$ cat src/rtl/mips_program_loader_pkg.sv
// -----------------------------------------------------------------------------
// mips_program_loader_pkg
//   Shared constants for the MIPS program loader: data widths, host command
//   and reply byte codes, and the loader FSM state encoding.
//   No ports (package).
// -----------------------------------------------------------------------------
package mips_program_loader_pkg;

  // Instruction word width (always 4 bytes, sent MSB first).
  localparam int NB_BITS  = 32;
  // Instruction memory word-address width; memory depth is 2**NB_ADDR words.
  localparam int NB_ADDR  = 10;
  // UART byte width.
  localparam int NB_BYTE  = 8;
  // Word-count field is two UART bytes, big-endian.
  localparam int NB_COUNT = 2 * NB_BYTE;
  // Largest legal word count (a full memory image).
  localparam int MEM_DEPTH = 1 << NB_ADDR;

  // Host command codes (ASCII).
  localparam logic [NB_BYTE-1:0] CMD_LOAD = 8'h4C;  // 'L'
  localparam logic [NB_BYTE-1:0] CMD_RUN  = 8'h52;  // 'R'
  localparam logic [NB_BYTE-1:0] CMD_HALT = 8'h48;  // 'H'
  localparam logic [NB_BYTE-1:0] CMD_STEP = 8'h53;  // 'S'

  // Reply codes (ASCII control characters).
  localparam logic [NB_BYTE-1:0] RSP_ACK  = 8'h06;
  localparam logic [NB_BYTE-1:0] RSP_NAK  = 8'h15;

  // Loader FSM state encoding.
  typedef enum logic [2:0] {
    ST_IDLE   = 3'd0,
    ST_CNT_HI = 3'd1,
    ST_CNT_LO = 3'd2,
    ST_DATA   = 3'd3,
    ST_WRITE  = 3'd4,
    ST_ACK    = 3'd5
  } loader_state_t;

  // True when a requested word count cannot fit in instruction memory.
  function automatic logic count_exceeds_depth(input logic [NB_COUNT-1:0] n);
    return int'(n) > MEM_DEPTH;
  endfunction

endpackage

$ cat src/rtl/mips_program_loader_word_assembler.sv
// -----------------------------------------------------------------------------
// loader_word_assembler
//   Collects UART bytes MSB first into an instruction word. A 2-bit byte
//   counter tracks the position inside the word; o_word_valid is raised in
//   the same cycle as the byte that completes a word, together with the
//   completed word on o_word_next, so the caller can latch it without an
//   extra cycle of latency.
//
// Ports:
//   i_clk         system clock
//   i_rst         asynchronous active-low reset
//   i_clear       synchronous clear of shifter and byte counter (new load)
//   i_byte_valid  i_byte carries a payload byte this cycle
//   i_byte        payload byte
//   o_word_next   shifter contents including the current byte
//   o_word_valid  current byte is the last byte of a word
// -----------------------------------------------------------------------------
module loader_word_assembler
  import mips_program_loader_pkg::*;
(
  input  logic               i_clk,
  input  logic               i_rst,
  input  logic               i_clear,
  input  logic               i_byte_valid,
  input  logic [NB_BYTE-1:0] i_byte,
  output logic [NB_BITS-1:0] o_word_next,
  output logic               o_word_valid
);

  localparam int          NB_LANES  = NB_BITS / NB_BYTE;
  localparam logic [1:0]  LAST_LANE = 2'(NB_LANES - 1);

  logic [NB_BITS-1:0] shift_reg;
  logic [NB_BITS-1:0] shift_next;
  logic [1:0]         byte_cnt_reg;

  // Byte-lane shift: the new byte enters lane 0, every lane moves up by one,
  // so after four bytes the first byte received sits in the top lane.
  generate
    for (genvar gi = 0; gi < NB_LANES; gi++) begin : g_lane
      if (gi == 0) begin : g_lsb
        assign shift_next[NB_BYTE-1:0] = i_byte;
      end else begin : g_upper
        assign shift_next[gi*NB_BYTE +: NB_BYTE] = shift_reg[(gi-1)*NB_BYTE +: NB_BYTE];
      end
    end
  endgenerate

  always_ff @(posedge i_clk or negedge i_rst) begin
    if (!i_rst) begin
      shift_reg    <= '0;
      byte_cnt_reg <= 2'd0;
    end else if (i_clear) begin
      shift_reg    <= '0;
      byte_cnt_reg <= 2'd0;
    end else if (i_byte_valid) begin
      shift_reg    <= shift_next;
      // Counter wraps naturally after the fourth byte.
      byte_cnt_reg <= byte_cnt_reg + 2'd1;
    end
  end

  assign o_word_next  = shift_next;
  assign o_word_valid = i_byte_valid && (byte_cnt_reg == LAST_LANE);

endmodule

$ cat src/rtl/mips_program_loader.sv
// -----------------------------------------------------------------------------
// mips_program_loader
//   Host-side loader and run controller for the MIPS pipeline. Parses command
//   bytes from a UART receiver, loads instruction words into the fetch-stage
//   instruction memory while holding the CPU in reset, controls free-run /
//   halt / single-step of the CPU, and replies ACK/NAK through a UART
//   transmitter byte interface.
//
// Ports:
//   i_clk         system clock, shared with the MIPS core
//   i_rst         asynchronous active-low reset
//   i_rx_data     received byte
//   i_rx_valid    one-cycle strobe, i_rx_data valid
//   i_tx_busy     transmitter busy
//   o_tx_data     byte to transmit
//   o_tx_start    one-cycle strobe, transmit o_tx_data
//   o_imem_addr   instruction memory word address
//   o_imem_data   instruction word to write
//   o_imem_we     instruction memory write enable (one cycle per word)
//   o_cpu_rst_n   CPU reset, active low
//   o_cpu_clk_en  CPU pipeline advance enable
// -----------------------------------------------------------------------------
module mips_program_loader
  import mips_program_loader_pkg::*;
(
  input  logic               i_clk,
  input  logic               i_rst,
  input  logic [NB_BYTE-1:0] i_rx_data,
  input  logic               i_rx_valid,
  input  logic               i_tx_busy,
  output logic [NB_BYTE-1:0] o_tx_data,
  output logic               o_tx_start,
  output logic [NB_ADDR-1:0] o_imem_addr,
  output logic [NB_BITS-1:0] o_imem_data,
  output logic               o_imem_we,
  output logic               o_cpu_rst_n,
  output logic               o_cpu_clk_en
);

  localparam logic [NB_COUNT-1:0] COUNT_ONE = NB_COUNT'(1);
  localparam logic [NB_ADDR-1:0]  ADDR_ONE  = NB_ADDR'(1);

  loader_state_t       state_reg, state_next;
  logic [NB_BYTE-1:0]  count_hi_reg, count_hi_next;
  logic [NB_COUNT-1:0] count_reg, count_next;
  logic [NB_COUNT-1:0] word_cnt_reg, word_cnt_next;
  logic [NB_ADDR-1:0]  addr_reg, addr_next;
  logic [NB_BITS-1:0]  data_reg, data_next;
  logic                we_reg, we_next;
  logic                tx_start_reg, tx_start_next;
  logic [NB_BYTE-1:0]  tx_data_reg, tx_data_next;
  logic [NB_BYTE-1:0]  rsp_reg, rsp_next;
  logic                cpu_rst_n_reg, cpu_rst_n_next;
  logic                cpu_clk_en_reg, cpu_clk_en_next;
  logic                step_reg, step_next;

  logic [NB_COUNT-1:0] rx_count;
  logic [NB_COUNT-1:0] word_cnt_inc;
  logic                asm_clear;
  logic                asm_byte_valid;
  logic [NB_BITS-1:0]  asm_word;
  logic                asm_word_valid;

  // Second count byte completes the big-endian word count.
  assign rx_count     = {count_hi_reg, i_rx_data};
  assign word_cnt_inc = word_cnt_reg + COUNT_ONE;

  loader_word_assembler u_word_assembler (
    .i_clk        (i_clk),
    .i_rst        (i_rst),
    .i_clear      (asm_clear),
    .i_byte_valid (asm_byte_valid),
    .i_byte       (i_rx_data),
    .o_word_next  (asm_word),
    .o_word_valid (asm_word_valid)
  );

  always_ff @(posedge i_clk or negedge i_rst) begin
    if (!i_rst) begin
      state_reg      <= ST_IDLE;
      count_hi_reg   <= '0;
      count_reg      <= '0;
      word_cnt_reg   <= '0;
      addr_reg       <= '0;
      data_reg       <= '0;
      we_reg         <= 1'b0;
      tx_start_reg   <= 1'b0;
      tx_data_reg    <= '0;
      rsp_reg        <= '0;
      cpu_rst_n_reg  <= 1'b0;
      cpu_clk_en_reg <= 1'b0;
      step_reg       <= 1'b0;
    end else begin
      state_reg      <= state_next;
      count_hi_reg   <= count_hi_next;
      count_reg      <= count_next;
      word_cnt_reg   <= word_cnt_next;
      addr_reg       <= addr_next;
      data_reg       <= data_next;
      we_reg         <= we_next;
      tx_start_reg   <= tx_start_next;
      tx_data_reg    <= tx_data_next;
      rsp_reg        <= rsp_next;
      cpu_rst_n_reg  <= cpu_rst_n_next;
      cpu_clk_en_reg <= cpu_clk_en_next;
      step_reg       <= step_next;
    end
  end

  always_comb begin
    state_next      = state_reg;
    count_hi_next   = count_hi_reg;
    count_next      = count_reg;
    word_cnt_next   = word_cnt_reg;
    addr_next       = addr_reg;
    data_next       = data_reg;
    we_next         = 1'b0;
    tx_start_next   = 1'b0;
    tx_data_next    = tx_data_reg;
    rsp_next        = rsp_reg;
    cpu_rst_n_next  = cpu_rst_n_reg;
    cpu_clk_en_next = cpu_clk_en_reg;
    step_next       = step_reg;
    asm_clear       = 1'b0;
    asm_byte_valid  = 1'b0;

    case (state_reg)
      ST_IDLE: begin
        if (i_rx_valid) begin
          state_next = ST_ACK;
          rsp_next   = RSP_ACK;
          case (i_rx_data)
            CMD_LOAD: begin
              cpu_rst_n_next  = 1'b0;
              cpu_clk_en_next = 1'b0;
              state_next      = ST_CNT_HI;
            end
            CMD_RUN: begin
              cpu_rst_n_next  = 1'b1;
              cpu_clk_en_next = 1'b1;
            end
            CMD_HALT: begin
              cpu_clk_en_next = 1'b0;
            end
            CMD_STEP: begin
              // Enable rises now; the ACK state drops it again after exactly
              // one cycle (ACK always lasts at least one cycle).
              cpu_rst_n_next  = 1'b1;
              cpu_clk_en_next = 1'b1;
              step_next       = 1'b1;
            end
            default: begin
              rsp_next = RSP_NAK;
            end
          endcase
        end
      end

      ST_CNT_HI: begin
        if (i_rx_valid) begin
          count_hi_next = i_rx_data;
          state_next    = ST_CNT_LO;
        end
      end

      ST_CNT_LO: begin
        if (i_rx_valid) begin
          count_next = rx_count;
          if (rx_count == '0) begin
            rsp_next   = RSP_ACK;
            state_next = ST_ACK;
          end else if (count_exceeds_depth(rx_count)) begin
            rsp_next   = RSP_NAK;
            state_next = ST_ACK;
          end else begin
            addr_next     = '0;
            word_cnt_next = '0;
            asm_clear     = 1'b1;
            state_next    = ST_DATA;
          end
        end
      end

      ST_DATA: begin
        asm_byte_valid = i_rx_valid;
        if (asm_word_valid) begin
          data_next  = asm_word;
          we_next    = 1'b1;
          state_next = ST_WRITE;
        end
      end

      ST_WRITE: begin
        // Address is NB_ADDR wide, so it wraps to 0 only after a full image.
        addr_next     = addr_reg + ADDR_ONE;
        word_cnt_next = word_cnt_inc;
        if (word_cnt_inc == count_reg) begin
          rsp_next   = RSP_ACK;
          state_next = ST_ACK;
        end else begin
          state_next = ST_DATA;
        end
      end

      ST_ACK: begin
        if (step_reg) begin
          cpu_clk_en_next = 1'b0;
          step_next       = 1'b0;
        end
        if (!i_tx_busy) begin
          tx_start_next = 1'b1;
          tx_data_next  = rsp_reg;
          state_next    = ST_IDLE;
        end
      end

      default: begin
        state_next = ST_IDLE;
      end
    endcase
  end

  assign o_tx_data    = tx_data_reg;
  assign o_tx_start   = tx_start_reg;
  assign o_imem_addr  = addr_reg;
  assign o_imem_data  = data_reg;
  assign o_imem_we    = we_reg;
  assign o_cpu_rst_n  = cpu_rst_n_reg;
  assign o_cpu_clk_en = cpu_clk_en_reg;

endmodule

$ cat config.mk
export PLATFORM = sky130hd
export DESIGN_NAME = mips_program_loader
export DESIGN_NICKNAME = d
export VERILOG_FILES = /design/src/rtl/mips_program_loader_pkg.sv /design/src/rtl/mips_program_loader_word_assembler.sv /design/src/rtl/mips_program_loader.sv
export SDC_FILE = /design/constraint.sdc
export NUM_CORES = 1
export LEC_CHECK = 0
export CORE_ASPECT_RATIO = 1.1
export CORE_MARGIN = 10
export CORE_UTILIZATION = 35
export DETAILED_ROUTE_END_ITERATION = 8
export GPL_TIMING_DRIVEN = 0
export MAX_ROUTING_LAYER = met4
export SLEW_MARGIN = 20
export SYNTH_ARGS = -nofsm -noshare
export SYNTH_HDL_FRONTEND = slang
export SYNTH_SLANG_ARGS = --single-unit
$ cat constraint.sdc
create_clock -name i_clk -period 6.3 [get_ports i_clk]
set_input_delay 0.945 -clock i_clk [delete_from_list [all_inputs] [get_ports i_clk]]
set_output_delay 0.945 -clock i_clk [all_outputs]
set_load 0.005 [all_outputs]
==> results.cfg, run 1 <==
[die]
start_util_pct = 35.85
die_w_um = 141.3
rows = 48
io_pins = 66
dieHeight_um = 153.4
die-area_sq_mm = 0.02167
core-area_sq_mm = 0.01580

[clock_tree]
numCtsBuffers = 17
cts_clk_pin_slew_worst_paths_ns = 0.05
h-tree-depth = 4
clock_insertion_delay_worst_skew_ns = 0.42
ctsResizeCount = 0
clkSinkCount = 122
maximum_count_of_clock_buffers_along_a_single_path = 2
cts.repair_timing.setup_buffer_count = 0
cts_tree = built
clock-root-buffer = sky130_fd_sc_hd__clkbuf_16
hold_buffer_count_at_cts = 0

[worst_setup_path]
category_of_the_worst_setup_path_capture_point = register
cp-startpoint = i_rx_data[0]
worstSetupEndpoint = word_cnt_reg[6]
worst_ep_required_time_ns = 6.64
crit-reg2reg-launch = word_cnt_reg[0]
reg2reg_slack_ns = 3.87
reg2regPathDepth = 7
timing.rr.end = rsp_reg[0]
worst-endpoint-arrival_ns = 3.53
worstSetupStartpointType = input pin
path_max_fanout = 10
worstSetupPathType = in2reg

[place]
hpwl_after_detailed_placement_um = 9668
routabilityCongestion = 0.8487
place.port_buffers = 61
dp_worst_setup_slack_ns = 2.712
placed_area_sq_mm = 0.006564

[sta]
slew_headroom_pct = 51.56
fin_setup_tns_ns = 0
rsz0062_at_grt = false
worst_hold_slack_ns = 0.4403
clock_skew_ns = 0.01396
max_freq_ghz = 0.3126
report.final.slew_viol_count = 0
layout_setup_ws_ns = 3.101
final_hold_vio_count = 0
setup-violations-final = 0
post-route-period-util_pct = 50.78
min_period_ns = 3.199
worstMarginPinSlew_ns = 0.7267

[routing]
detail_route.vias_per_cell = 5.084
via_count = 4159
detail_route.wl_per_cell_um = 16.50
final_wl_um = 13500
drc_errors = 0
firstDrtPassIters = 4
drtIter0Drc = 223
drt.antenna.violating_nets = 0

[layout]
finalCoreUtilization_pct = 45.00
share_of_cells_above_drive_strength_1_pct = 19.09
flip_flop_count_of_the_largest_register_after_layout = 32
final_area_sq_mm = 0.007108
n_antenna_cell = 0
layout-area-overhead-vs-synth_pct = 25.52
fin_nets = 620
layout.filler_cells = 1507

[power_and_ir_drop]
internal_power_mw = 2.281
peakVddDrop_mv = 0.2142
clock_power_share_pct = 26.0
switching_share_pct = 33.01
power.leakage_nw = 3.030
pwr-share-seq_pct = 41.1
p_per_area_mw_per_mm2 = 479.0
total_switching_power_mw = 1.124
p_comb_share_pct = 32.9

[synthesis]
synth.yosys.seq_area_share_pct = 53.91
ys_ff_latch = 122
asyncSetResetFlopFracSynth_pct = 100.0
synthesis.instances = 521
yosys_most_used_dff = sky130_fd_sc_hd__dfrtp_1
avgSynthCellArea_sq_um = 10.87
post_synth_edffs = 0
synth.lib_cells_used.distinct = 55
ys_warn_count = 0
mappedNetlistArea_sq_mm = 0.005663

[grt]
initial_antenna_violation_count = 0
remaining_overflow_grt = 0
grt_pass1_wl_um = 22600
first_global_vias = 4398
pin_count_of_the_biggest_net_entering_global_routing = 77
grt_usage_pct = 13.21

[hold_path]
timing.hold.worst_path_depth = 1
hold_path_class = reg2reg

[outcome]
status = complete, no violations

[job]
drv.max_cap_violation_count = 0
## worst max-delay path, stage by stage
cell,delay (ns)
sky130_fd_sc_hd__clkdlybuf4s50_1,0.57
sky130_fd_sc_hd__nor4_1,0.41
sky130_fd_sc_hd__nand3_1,0.22
sky130_fd_sc_hd__o31a_1,0.30
sky130_fd_sc_hd__o22ai_2,0.37
sky130_fd_sc_hd__clkbuf_1,0.43
sky130_fd_sc_hd__o21ai_0,0.18
sky130_fd_sc_hd__o21ai_0,0.11
## power by group through the flow
stage / Sequential, mW / Clock (mW) / Combinational (mW)
after floorplan: 1.34 / 0 / 0.699
after global placement: 1.39 / 0 / 1.10
after detailed placement: 1.41 / 0 / 1.14
after CTS: 1.40 / 0.903 / 1.14
after global routing: 1.45 / 0.947 / 1.26
final: 1.40 / 0.885 / 1.12
## cell type report
type	instances	area, sq um	share of cell area, %
clock inverter	9	66.31	0.9329
tap	200	250.2	3.521
inverter	6	22.52	0.3168
multi-input combinational	364	2450	34.47
sequential	122	3053	42.95
timing repair buffer	62	639.4	8.995
clock buffer	23	478.0	6.724
buffer	32	148.9	2.095
## through the flow
step / total power, mW / std cells
finish: 3.405 / 818
global route: 3.651 / 818
CTS: 3.448 / 818
detailed placement: 2.545 / 786
global placement: 2.497 / 785
floorplan: 2.042 / 524
## kinds of logic after synthesis
group                      Yosys count  synth area share (%)
xor gates and xnor gates            30                 4.640
adders and majority gates            3                0.6629
and+or+nand+nor                    161                 14.87
muxes                               60                 11.91
AOI/OAI and AO/OA                  106                 10.92
DFF                                122                 53.91
buffers and inverters               38                 3.027
other                                1               0.06622
## how the worst min path moves through the flow
stage,start,slack [ns],endpoint
after floorplan,step_reg,0.42,o_cpu_clk_en
after global placement,step_reg,0.43,o_cpu_clk_en
after detailed placement,step_reg,0.44,o_cpu_clk_en
after CTS,step_reg,0.44,o_cpu_clk_en
after global routing,step_reg,0.45,o_cpu_clk_en
final,step_reg,0.44,o_cpu_clk_en
## cells in the mapped netlist (3+ instances only)
library cell | n | area, sq um
sky130_fd_sc_hd__o21ai_0 | 37 | 185.2
sky130_fd_sc_hd__nor4_2 | 3 | 37.54
sky130_fd_sc_hd__buf_4 | 5 | 37.54
sky130_fd_sc_hd__ha_1 | 3 | 37.54
sky130_fd_sc_hd__o31ai_1 | 7 | 52.55
sky130_fd_sc_hd__inv_1 | 6 | 22.52
sky130_fd_sc_hd__dfrtp_1 | 122 | 3053
sky130_fd_sc_hd__a31oi_1 | 5 | 31.28
sky130_fd_sc_hd__nand2b_1 | 3 | 18.77
sky130_fd_sc_hd__a211o_1 | 3 | 26.28
sky130_fd_sc_hd__nor2_1 | 24 | 90.09
sky130_fd_sc_hd__clkbuf_1 | 19 | 71.32
sky130_fd_sc_hd__o31a_1 | 3 | 26.28
sky130_fd_sc_hd__xor2_1 | 6 | 52.55
sky130_fd_sc_hd__nor4_1 | 3 | 18.77
sky130_fd_sc_hd__nor3_1 | 7 | 35.03
sky130_fd_sc_hd__a21oi_1 | 38 | 190.2
sky130_fd_sc_hd__nand4_1 | 8 | 50.05
sky130_fd_sc_hd__xnor2_1 | 24 | 210.2
sky130_fd_sc_hd__mux2_2 | 57 | 641.9
sky130_fd_sc_hd__nand2_1 | 78 | 292.8
sky130_fd_sc_hd__buf_2 | 8 | 40.04
sky130_fd_sc_hd__nand3_1 | 11 | 55.05
## layer usage
layer,global-route usage (%),up-vias,wire length [um]
met1,15.23,2072,5947
met2,21.07,80,6827
met5,-,-,0
met4,4.970,0,154
met3,4.121,13,570
li1,-,1994,-
## cell usage in the layout, fill, tap and decap left out, types with 7 or more instances in the layout
cell,instances
sky130_fd_sc_hd__dfrtp_1,122
sky130_fd_sc_hd__nor3_1,7
sky130_fd_sc_hd__nand4_1,8
sky130_fd_sc_hd__nor2_1,24
sky130_fd_sc_hd__clkbuf_16,17
sky130_fd_sc_hd__clkbuf_1,22
sky130_fd_sc_hd__xnor2_1,24
sky130_fd_sc_hd__o21ai_0,37
sky130_fd_sc_hd__clkdlybuf4s50_1,60
sky130_fd_sc_hd__nand3_1,11
sky130_fd_sc_hd__mux2_2,57
sky130_fd_sc_hd__a21oi_1,38
sky130_fd_sc_hd__buf_2,8
sky130_fd_sc_hd__o31ai_1,7
sky130_fd_sc_hd__nand2_1,78
No activity file was read; power rests on OpenSTA's default activity.
==> inputs of run 2 (changes only) <==
- clock period: 6.3 -> 2.8 ns (I/O delays scaled with it)
==> run 2 against run 1 <==
  * Global-route usage is the same
  * Critical endpoint unchanged
  * Critical path depth is the same
  * Worst setup slack lost 2.8 ns
  * Largest power group unchanged
  * Cell count is the same
==> results.cfg, run 2 (synthesis gave the netlist of run 1 again) <==
[sta]
max_freq_ghz = 0.4002
setup-violations-final = 0
final_hold_vio_count = 0
clock_skew_ns = 0.01396
slew_headroom_pct = 51.55
rsz0062_at_grt = false
min_period_ns = 2.499
post-route-period-util_pct = 89.24
worstMarginPinSlew_ns = 0.7268
report.final.slew_viol_count = 0

[place]
place.port_buffers = 61
routabilityCongestion = 0.8487
hpwl_after_detailed_placement_um = 9668
place_inst = 786

[grt]
first_global_vias = 4398
remaining_overflow_grt = 0
pin_count_of_the_biggest_net_entering_global_routing = 77
grt_pass1_wl_um = 22600
grt_usage_pct = 13.21
initial_antenna_violation_count = 0

[clock_tree]
hold_buffer_count_at_cts = 0
maximum_count_of_clock_buffers_along_a_single_path = 2
cts_tree = built
clock-root-buffer = sky130_fd_sc_hd__clkbuf_16
clkSinkCount = 122
h-tree-depth = 4
numCtsBuffers = 17
clock_insertion_delay_worst_skew_ns = 0.42
cts_clk_pin_slew_worst_paths_ns = 0.05

[worst_setup_path]
critical_path.max_stage_delay_ns = 0.57
worst_ep_required_time_ns = 3.14
path_max_fanout = 10
crit_path_top_delay_cell = sky130_fd_sc_hd__clkdlybuf4s50_1
worst_path_most_repeated_cell = sky130_fd_sc_hd__o21ai_0
worstSetupStartpointType = input pin
worstSetupPathType = in2reg
worst-endpoint-arrival_ns = 2.83
category_of_the_worst_setup_path_capture_point = register
timing.critical_path.cells = clkdlybuf4s50_1, nor4_1, nand3_1, o31a_1, o22ai_2, clkbuf_2, o21ai_0, o21ai_0

[power_and_ir_drop]
peakVddDrop_mv = 0.4819
p_per_area_mw_per_mm2 = 1078
power.leakage_nw = 3.032

[die]
io_pins = 66
dieHeight_um = 153.4
die-area_sq_mm = 0.02167
start_util_pct = 35.85
die_w_um = 141.3
core-area_sq_mm = 0.01580
rows = 48

[layout]
commonest_cells_after_routing_fill_and_taps_aside = sky130_fd_sc_hd__dfrtp_1 (122), sky130_fd_sc_hd__nand2_1 (78), sky130_fd_sc_hd__clkdlybuf4s50_1 (60), sky130_fd_sc_hd__mux2_2 (57), sky130_fd_sc_hd__a21oi_1 (38)
layout-area-overhead-vs-synth_pct = 25.54
final_common_cell = sky130_fd_sc_hd__dfrtp_1
layoutNonFillerInstCount = 818
share_of_cells_above_drive_strength_1_pct = 19.26
n_antenna_cell = 0
finalCoreUtilization_pct = 45.01
fin_nets = 620
flip_flop_count_of_the_largest_register_after_layout = 32

[outcome]
status = complete, no violations

[routing]
drt.antenna.violating_nets = 0
via_count = 4160
drtIter0Drc = 223
final_wl_um = 13500
drc_errors = 0
firstDrtPassIters = 4
detail_route.wl_per_cell_um = 16.50
detail_route.vias_per_cell = 5.086

[job]
drv.max_cap_violation_count = 0

[hold_path]
hold_path_class = in2async
==> run 2: cell counts in the layout (fill, tap and decap cells not counted) <==
No cell type changed its count.
==> run 2: cell type report <==
| cell class | count | area [sq um] |
|---|---|---|
| tap | 200 | 250.2 |
| multi-input combinational | 364 | 2450 |
| sequential | 122 | 3053 |
| clock inverter | 9 | 66.31 |
| clock buffer | 23 | 478.0 |
| timing repair buffer | 62 | 639.4 |
| inverter | 6 | 22.52 |
| buffer | 32 | 150.1 |
| fill | 1508 | 8686 |
==> run 2: critical path: cells and delay by family <==
family,cells,cell delay [ns]
AOI/OAI and AO/OA,4,0.90
buffers and inverters,2,0.89
and+or+nand+nor,2,0.63
==> run 2: timing repair <==
| item | 4_1_cts | 5_1_grt |
|---|---|---|
| endpoints found under the setup margin | 0 | 7 |
| resized for setup | 0 | 2 |
| setup buffers | 0 | 0 |
==> run 2: per-stage QoR <==
stage | cell area (sq um) | power [mW] | TNS [ns] | hold slack (ns) | setup WS [ns]
after floorplan | 5674 | 4.595 | 0 | 0.1244 | 0.7175
after detailed placement | 6564 | 5.726 | -5.069 | 0.4372 | -0.2632
final | 7109 | 7.661 | 0 | 0.03443 | 0.3013
after global placement | 6535 | 5.618 | -413.68 | 0.4313 | -3.376
after global routing | 7109 | 8.216 | 0 | 0.07504 | 0.1248
after CTS | 7108 | 7.759 | 0 | 0.05205 | 0.1707
==> run 2: worst paths after layout <==
| path | start | endpoint | slack (ns) | cells past startpoint |
|---|---|---|---|---|
| max | i_rx_data[0] | word_cnt_reg[6] | 0.30 | 8 |
| max reg2reg | word_cnt_reg[0] | rsp_reg[0] | 0.37 | 7 |
| min | i_rst | o_imem_data[19] | 0.03 | 1 |
| min reg2reg | step_reg | o_cpu_clk_en | 0.44 | 1 |
| max in group asynchronous | i_rst | state_reg[2] | 2.09 | 2 |
| min in group i_clk | step_reg | o_cpu_clk_en | 0.44 | 1 |
==> run 2: report_power, final <==
part           total, mW  switching (mW)  internal (mW)
sequential          3.15           0.632           2.52
combinational       2.52            1.11           1.41
clock               1.99           0.790           1.20
==> run 2: layer usage <==
layer,track usage [%],vias to the layer above,part of all wire (%)
met5,-,-,0
met4,4.970,0,1.1
met3,4.121,13,4.2
met2,21.07,82,51
met1,15.23,2072,44
li1,-,1993,-
==> inputs of run 3 (changes only) <==
- CTS_CLUSTER_SIZE: not set -> 10
- DONT_BUFFER_PORTS: not set -> 1
- HOLD_SLACK_MARGIN: not set -> 0.08
==> run 3 against run 2 <==
  * Sequential power rose by 3%
  * Register-to-register slack hardly changed
  * Critical endpoint is now u_word_assembler.byte_cnt_reg[1]
  * The run now ends with negative hold slack left
  * Sequential cell count unchanged
  * Critical path type is now reg2reg
==> results.cfg, run 3 (synthesis gave the netlist of run 1 again) <==
[outcome]
status = complete, but fails checks
failing_checks = negative hold slack

[die]
rows = 48
dieHeight_um = 153.4
die_w_um = 141.3
io_pins = 66
core-area_sq_mm = 0.01580
die-area_sq_mm = 0.02167
start_util_pct = 35.85

[power_and_ir_drop]
peakVddDrop_mv = 0.4907
power.leakage_nw = 2.829
fin_total_pwr_mw = 7.381
p_per_area_mw_per_mm2 = 1128

[routing]
final_wl_um = 13070
drt.antenna.violating_nets = 0
drc_errors = 0
firstDrtPassIters = 4
detail_route.wl_per_cell_um = 17.29
detail_route.vias_per_cell = 5.183
via_count = 3918
drtIter0Drc = 195

[sta]
setup-violations-final = 0
layout_setup_ws_ns = 0.3740
clock_skew_ns = 0.004561
final_hold_vio_count = 122
post-route-period-util_pct = 86.64
rsz0062_at_grt = false
worst_hold_slack_ns = -0.3073
worstMarginPinSlew_ns = 0.6464
report.final.slew_viol_count = 0
slew_headroom_pct = 56.72
max_freq_ghz = 0.4122
min_period_ns = 2.426
fin_setup_tns_ns = 0

[layout]
finalCoreUtilization_pct = 41.43
share_of_cells_above_drive_strength_1_pct = 20.86
flip_flop_count_of_the_largest_register_after_layout = 32
fin_nets = 558
layout-area-overhead-vs-synth_pct = 15.55
n_antenna_cell = 0
final_common_cell = sky130_fd_sc_hd__dfrtp_1
commonest_cells_after_routing_fill_and_taps_aside = sky130_fd_sc_hd__dfrtp_1 (122), sky130_fd_sc_hd__nand2_1 (78), sky130_fd_sc_hd__mux2_2 (57), sky130_fd_sc_hd__a21oi_1 (38), sky130_fd_sc_hd__o21ai_0 (37)

[job]
drv.max_cap_violation_count = 0

[worst_setup_path]
worst-endpoint-arrival_ns = 2.72
category_of_the_worst_setup_path_capture_point = register
reg2regPathDepth = 6
worstSetupPathType = reg2reg
worstSetupStartpointType = register
worst_ep_required_time_ns = 3.09
reg2reg_slack_ns = 0.37
path_max_fanout = 10
crit-reg2reg-launch = state_reg[2]
timing.rr.end = u_word_assembler.byte_cnt_reg[1]

[grt]
grt_usage_pct = 12.82
grt_pass1_wl_um = 21650
initial_antenna_violation_count = 0
first_global_vias = 4052
remaining_overflow_grt = 0
pin_count_of_the_biggest_net_entering_global_routing = 123

[place]
routabilityCongestion = 0.8400
place.port_buffers = 0
dp_worst_setup_slack_ns = 0.3572
hpwl_after_detailed_placement_um = 9188

[clock_tree]
clock-root-buffer = sky130_fd_sc_hd__clkbuf_16
cts_tree = built
cts_clk_pin_slew_worst_paths_ns = 0.06
maximum_count_of_clock_buffers_along_a_single_path = 2
numCtsBuffers = 17
clkSinkCount = 122
ctsResizeCount = 0
cts.repair_timing.setup_buffer_count = 0
clock_insertion_delay_worst_skew_ns = 0.42
h-tree-depth = 4

[hold_path]
hold_path_class = in2async
## run 3: cell count changes in the layout (fill, tap and decap cells not counted), moves of 2 or more
cell	previous run	this run
sky130_fd_sc_hd__clkbuf_8	3	1
sky130_fd_sc_hd__bufinv_16	0	4
sky130_fd_sc_hd__clkinv_4	2	0
sky130_fd_sc_hd__clkdlybuf4s50_1	60	0
## run 3: where the power goes
part / leakage [nW] / total (mW) / switching (mW) / internal (mW)
clock: 0.290 / 2.29 / 0.784 / 1.51
combinational: 0.965 / 1.85 / 0.907 / 0.947
sequential: 1.57 / 3.23 / 0.714 / 2.52
## run 3: worst max-delay path, stage by stage (launching register included)
cell,delay (ns)
sky130_fd_sc_hd__dfrtp_1,0.45
sky130_fd_sc_hd__or3b_1,0.39
sky130_fd_sc_hd__clkbuf_1,0.17
sky130_fd_sc_hd__nor2_2,0.36
sky130_fd_sc_hd__nor3b_2,0.53
sky130_fd_sc_hd__buf_2,0.33
sky130_fd_sc_hd__a21oi_1,0.07
## run 3: worst max-delay path by stage
stage | startpoint | depth (start not counted) | endpoint | slack (ns)
after global placement | state_reg[2] | 6 | u_word_assembler.byte_cnt_reg[0] | 0.40
after global routing | state_reg[0] | 6 | o_imem_data[14] | 0.17
after CTS | state_reg[2] | 6 | u_word_assembler.byte_cnt_reg[1] | 0.35
after floorplan | word_cnt_reg[0] | 7 | rsp_reg[0] | 0.72
after detailed placement | state_reg[2] | 6 | u_word_assembler.byte_cnt_reg[1] | 0.36
final | state_reg[2] | 6 | u_word_assembler.byte_cnt_reg[1] | 0.37
## run 3: routing by layer
layer	GRT usage [%]	up-vias	share of wire (%)
met5	-	-	0
met4	5.167	0	1.6
met3	4.679	19	6.5
met2	20.67	82	49
met1	14.06	1947	42
li1	-	1870	-
## run 3: area by class of cell
type	instances	area, sq um
multi-input combinational	364	2450
inverter	6	22.52
sequential	122	3053
clock buffer	21	450.4
fill	1501	9251
clock inverter	11	168.9
buffer	32	148.9
tap	200	250.2
## run 3: per-stage QoR
step	cell area, sq um	hold slack (ns)	cells
2_1_floorplan	5674	0.1244	524
3_3_place_gp	5924	0.1282	724
3_5_place_dp	5924	0.1281	724
4_1_cts	6544	-0.3183	756
5_1_grt	6544	-0.3254	756
6_report	6544	-0.3073	756
==> RTL change, RTL diff (flow settings as in run 3) <==
Take the reset off `addr_reg`, `data_reg` and `tx_data_reg` and load them in a clocked block of their own.
--- a/src/rtl/mips_program_loader.sv
+++ b/src/rtl/mips_program_loader.sv
@@ -82,9 +82,6 @@
       count_reg      <= '0;
       word_cnt_reg   <= '0;
-      addr_reg       <= '0;
-      data_reg       <= '0;
       we_reg         <= 1'b0;
       tx_start_reg   <= 1'b0;
-      tx_data_reg    <= '0;
       rsp_reg        <= '0;
       cpu_rst_n_reg  <= 1'b0;
@@ -96,9 +93,6 @@
       count_reg      <= count_next;
       word_cnt_reg   <= word_cnt_next;
-      addr_reg       <= addr_next;
-      data_reg       <= data_next;
       we_reg         <= we_next;
       tx_start_reg   <= tx_start_next;
-      tx_data_reg    <= tx_data_next;
       rsp_reg        <= rsp_next;
       cpu_rst_n_reg  <= cpu_rst_n_next;
@@ -106,4 +100,10 @@
       step_reg       <= step_next;
     end
+  end
+
+  always_ff @(posedge i_clk) begin
+    addr_reg    <= addr_next;
+    data_reg    <= data_next;
+    tx_data_reg <= tx_data_next;
   end
 
Function: differs if i_rst is asserted again (counterexample within 4 cycles, from zero or initial values and one cycle with i_rst low); with i_rst held inactive, the same outputs for 10 cycles.
==> RTL change against run 3 <==
Core utilization increased by 0.32 points; area after synthesis decreased by 2.5%; routed wire length about the same; fmax decreased by 5.2%; sequential power decreased by 9.9%; final area decreased by 0.38%; sequential cell count unchanged; critical path depth increased by 1; setup slack got worse by 0.13 ns; total power decreased by 6.8%; sequential share of layout area increased by 3.7 points; critical path type unchanged; largest power group unchanged.
==> RTL change: results (changes against run 3) <==
| Metric | Value |
|---|---|
| Status | `completed` |
| R2r setup slk | `0.24 ns (-0.13 ns)` |
| Post-Place Cell Area | `5784 um2 (-2.4%)` |
| GR Util All Layers | `12.93% (+0.10 points)` |
| Vias in the first global route | `3981 (-1.8%)` |
| Initial DRC count | `307 (+57%)` |
| DR WL/cell | `17.79 um (+2.9%)` |
| Fraction of the yosys area taken by sequential cells | `59.37% (+5.5 points)` |
| WHS | `0.1040 ns (+0.4113 ns)` |
| Sw frac | `33.24% (+0.67 points)` |
| Busiest layer in global routing | `met2` |
| Largest net degree at the start of global routing | `78 (-37%)` |
| Worst vdd ir | `0.4800 mV (-2.2%)` |
| Met1 usage | `14.76% (+0.70 points)` |
| Met3 WL | `554 um (-34%)` |
| Metal1 wirelength | `5709 um (+2.8%)` |
| Synth warn | `0 (unchanged)` |
| Top post-synthesis cells by count | `77 x dfrtp_1, 73 x nand2_1, 45 x edfxtp_1, 37 x a21oi_1, 30 x nor2_1` |
| Cell Count Post-Placement | `698 (-3.6%)` |
| Power Dens Cells | `1056 nW/um2 (-6.4%)` |
| Reg-to-Reg Start | `word_cnt_reg[0]$_DFFE_PN0P_` |
| Detail Placement HPWL | `9066 um (-1.3%)` |
| Mapped Cells | `495 (-5.0%)` |
| Largest cells by area after synthesis | `dfrtp_1 35%, edfxtp_1 24%, nand2_1 5.0%` |
| RePlAce Congestion | `0.8820 (+5.0%)` |
| Met2 Track Usage GR | `21.61% (+0.95 points)` |
| Slew HR | `41.63% (-15 points)` |
| FF-to-FF path depth | `7 (+1)` |
| Vias/cell | `5.255 (+1.4%)` |
| Nets | `536 (-3.9%)` |
| Clock Skew | `0.006549 ns (+0.001989 ns)` |
| WP data arrival | `2.86 ns (+0.14 ns)` |
| Clock power frac | `33.3% (+2.2 points)` |
| Synth cell types | `62 (+13%)` |
| CP peak stage delay | `0.70 ns (+0.17 ns)` |
| Leakage | `0.002521 uW (-11%)` |
| M3 GR Usage | `3.522% (-1.2 points)` |
| First-pass GRT wire length | `21600 um (-0.25%)` |
| Sequential fraction of design power | `42.3% (-1.5 points)` |
| Met2 routed WL | `6626 um (+2.5%)` |
| Number of synthesized flops with an enable pin | `45 (+45)` |
| CTS max path bufs | `2 (unchanged)` |
| Hold WC Path Type | `primary input to register` |
| Post-synth ARST share | `63.11% (-37 points)` |
| PortBufs | `0 (unchanged)` |
| DRT Wirelength | `13060 um (about the same)` |
| Ratio of cells with drive above 1 in the final layout | `16.48% (-4.4 points)` |
| H-tree levels | `4 (unchanged)` |
| Worst path slowest cell | `or4b_2` |
| RR Endpoint | `rsp_reg[0]$_DFFE_PN0P_` |
| DP Worst Slack | `-0.2473 ns (-0.6045 ns)` |
==> RTL change: cells by family (layout without fill, tap and decap cells) <==
logic type / after synthesis / after routing / share of synthesized area [%]
simple gates: 182 / 182 / 16.18
flops: 122 / 122 / 59.37
compound gates: 101 / 101 / 11.31
buf+inv: 33 / 69 / 2.832
mux: 27 / 27 / 5.439
xor+xnor: 26 / 26 / 4.124
fa+ha+maj: 3 / 3 / 0.6799
other cells: 1 / 4 / 0.06792
==> RTL change: what timing repair did <==
item | CTS | global route
pin swaps | 2 | 1
hold buffers | 2 | 0
setup buffers | 3 | 0
setup endpoints to repair | 37 | 37
resized for setup | 4 | 8
endpoints found under the hold margin | 77 | 0
==> RTL change: worst max-delay path by stage <==
stage | from | end | slack, ns | cells past startpoint
final | word_cnt_reg[0]$_DFFE_PN0P_ | rsp_reg[0]$_DFFE_PN0P_ | 0.24 | 7
after global routing | word_cnt_reg[7]$_DFFE_PN0P_ | rsp_reg[1]$_DFFE_PN0P_ | -0.01 | 7
after CTS | word_cnt_reg[0]$_DFFE_PN0P_ | rsp_reg[0]$_DFFE_PN0P_ | 0.002 | 7
after detailed placement | word_cnt_reg[0]$_DFFE_PN0P_ | rsp_reg[0]$_DFFE_PN0P_ | -0.25 | 8
after global placement | state_reg[1]$_DFFE_PN0P_ | o_imem_data[5]$_DFFE_PP_ | -0.50 | 5
after floorplan | state_reg[1]$_DFFE_PN0P_ | o_imem_data[0]$_DFFE_PP_ | 0.19 | 5
==> RTL change: cell type report <==
cell class,count,area (um2)
clock inverters,15,195.2
well taps,200,250.2
plain buffers,27,132.6
flip-flops and latches,122,3279
fillers,1465,9096
clock buffers,17,425.4
inverters,5,20.02
repair buffers,5,60.06
multi-input cells,343,2156
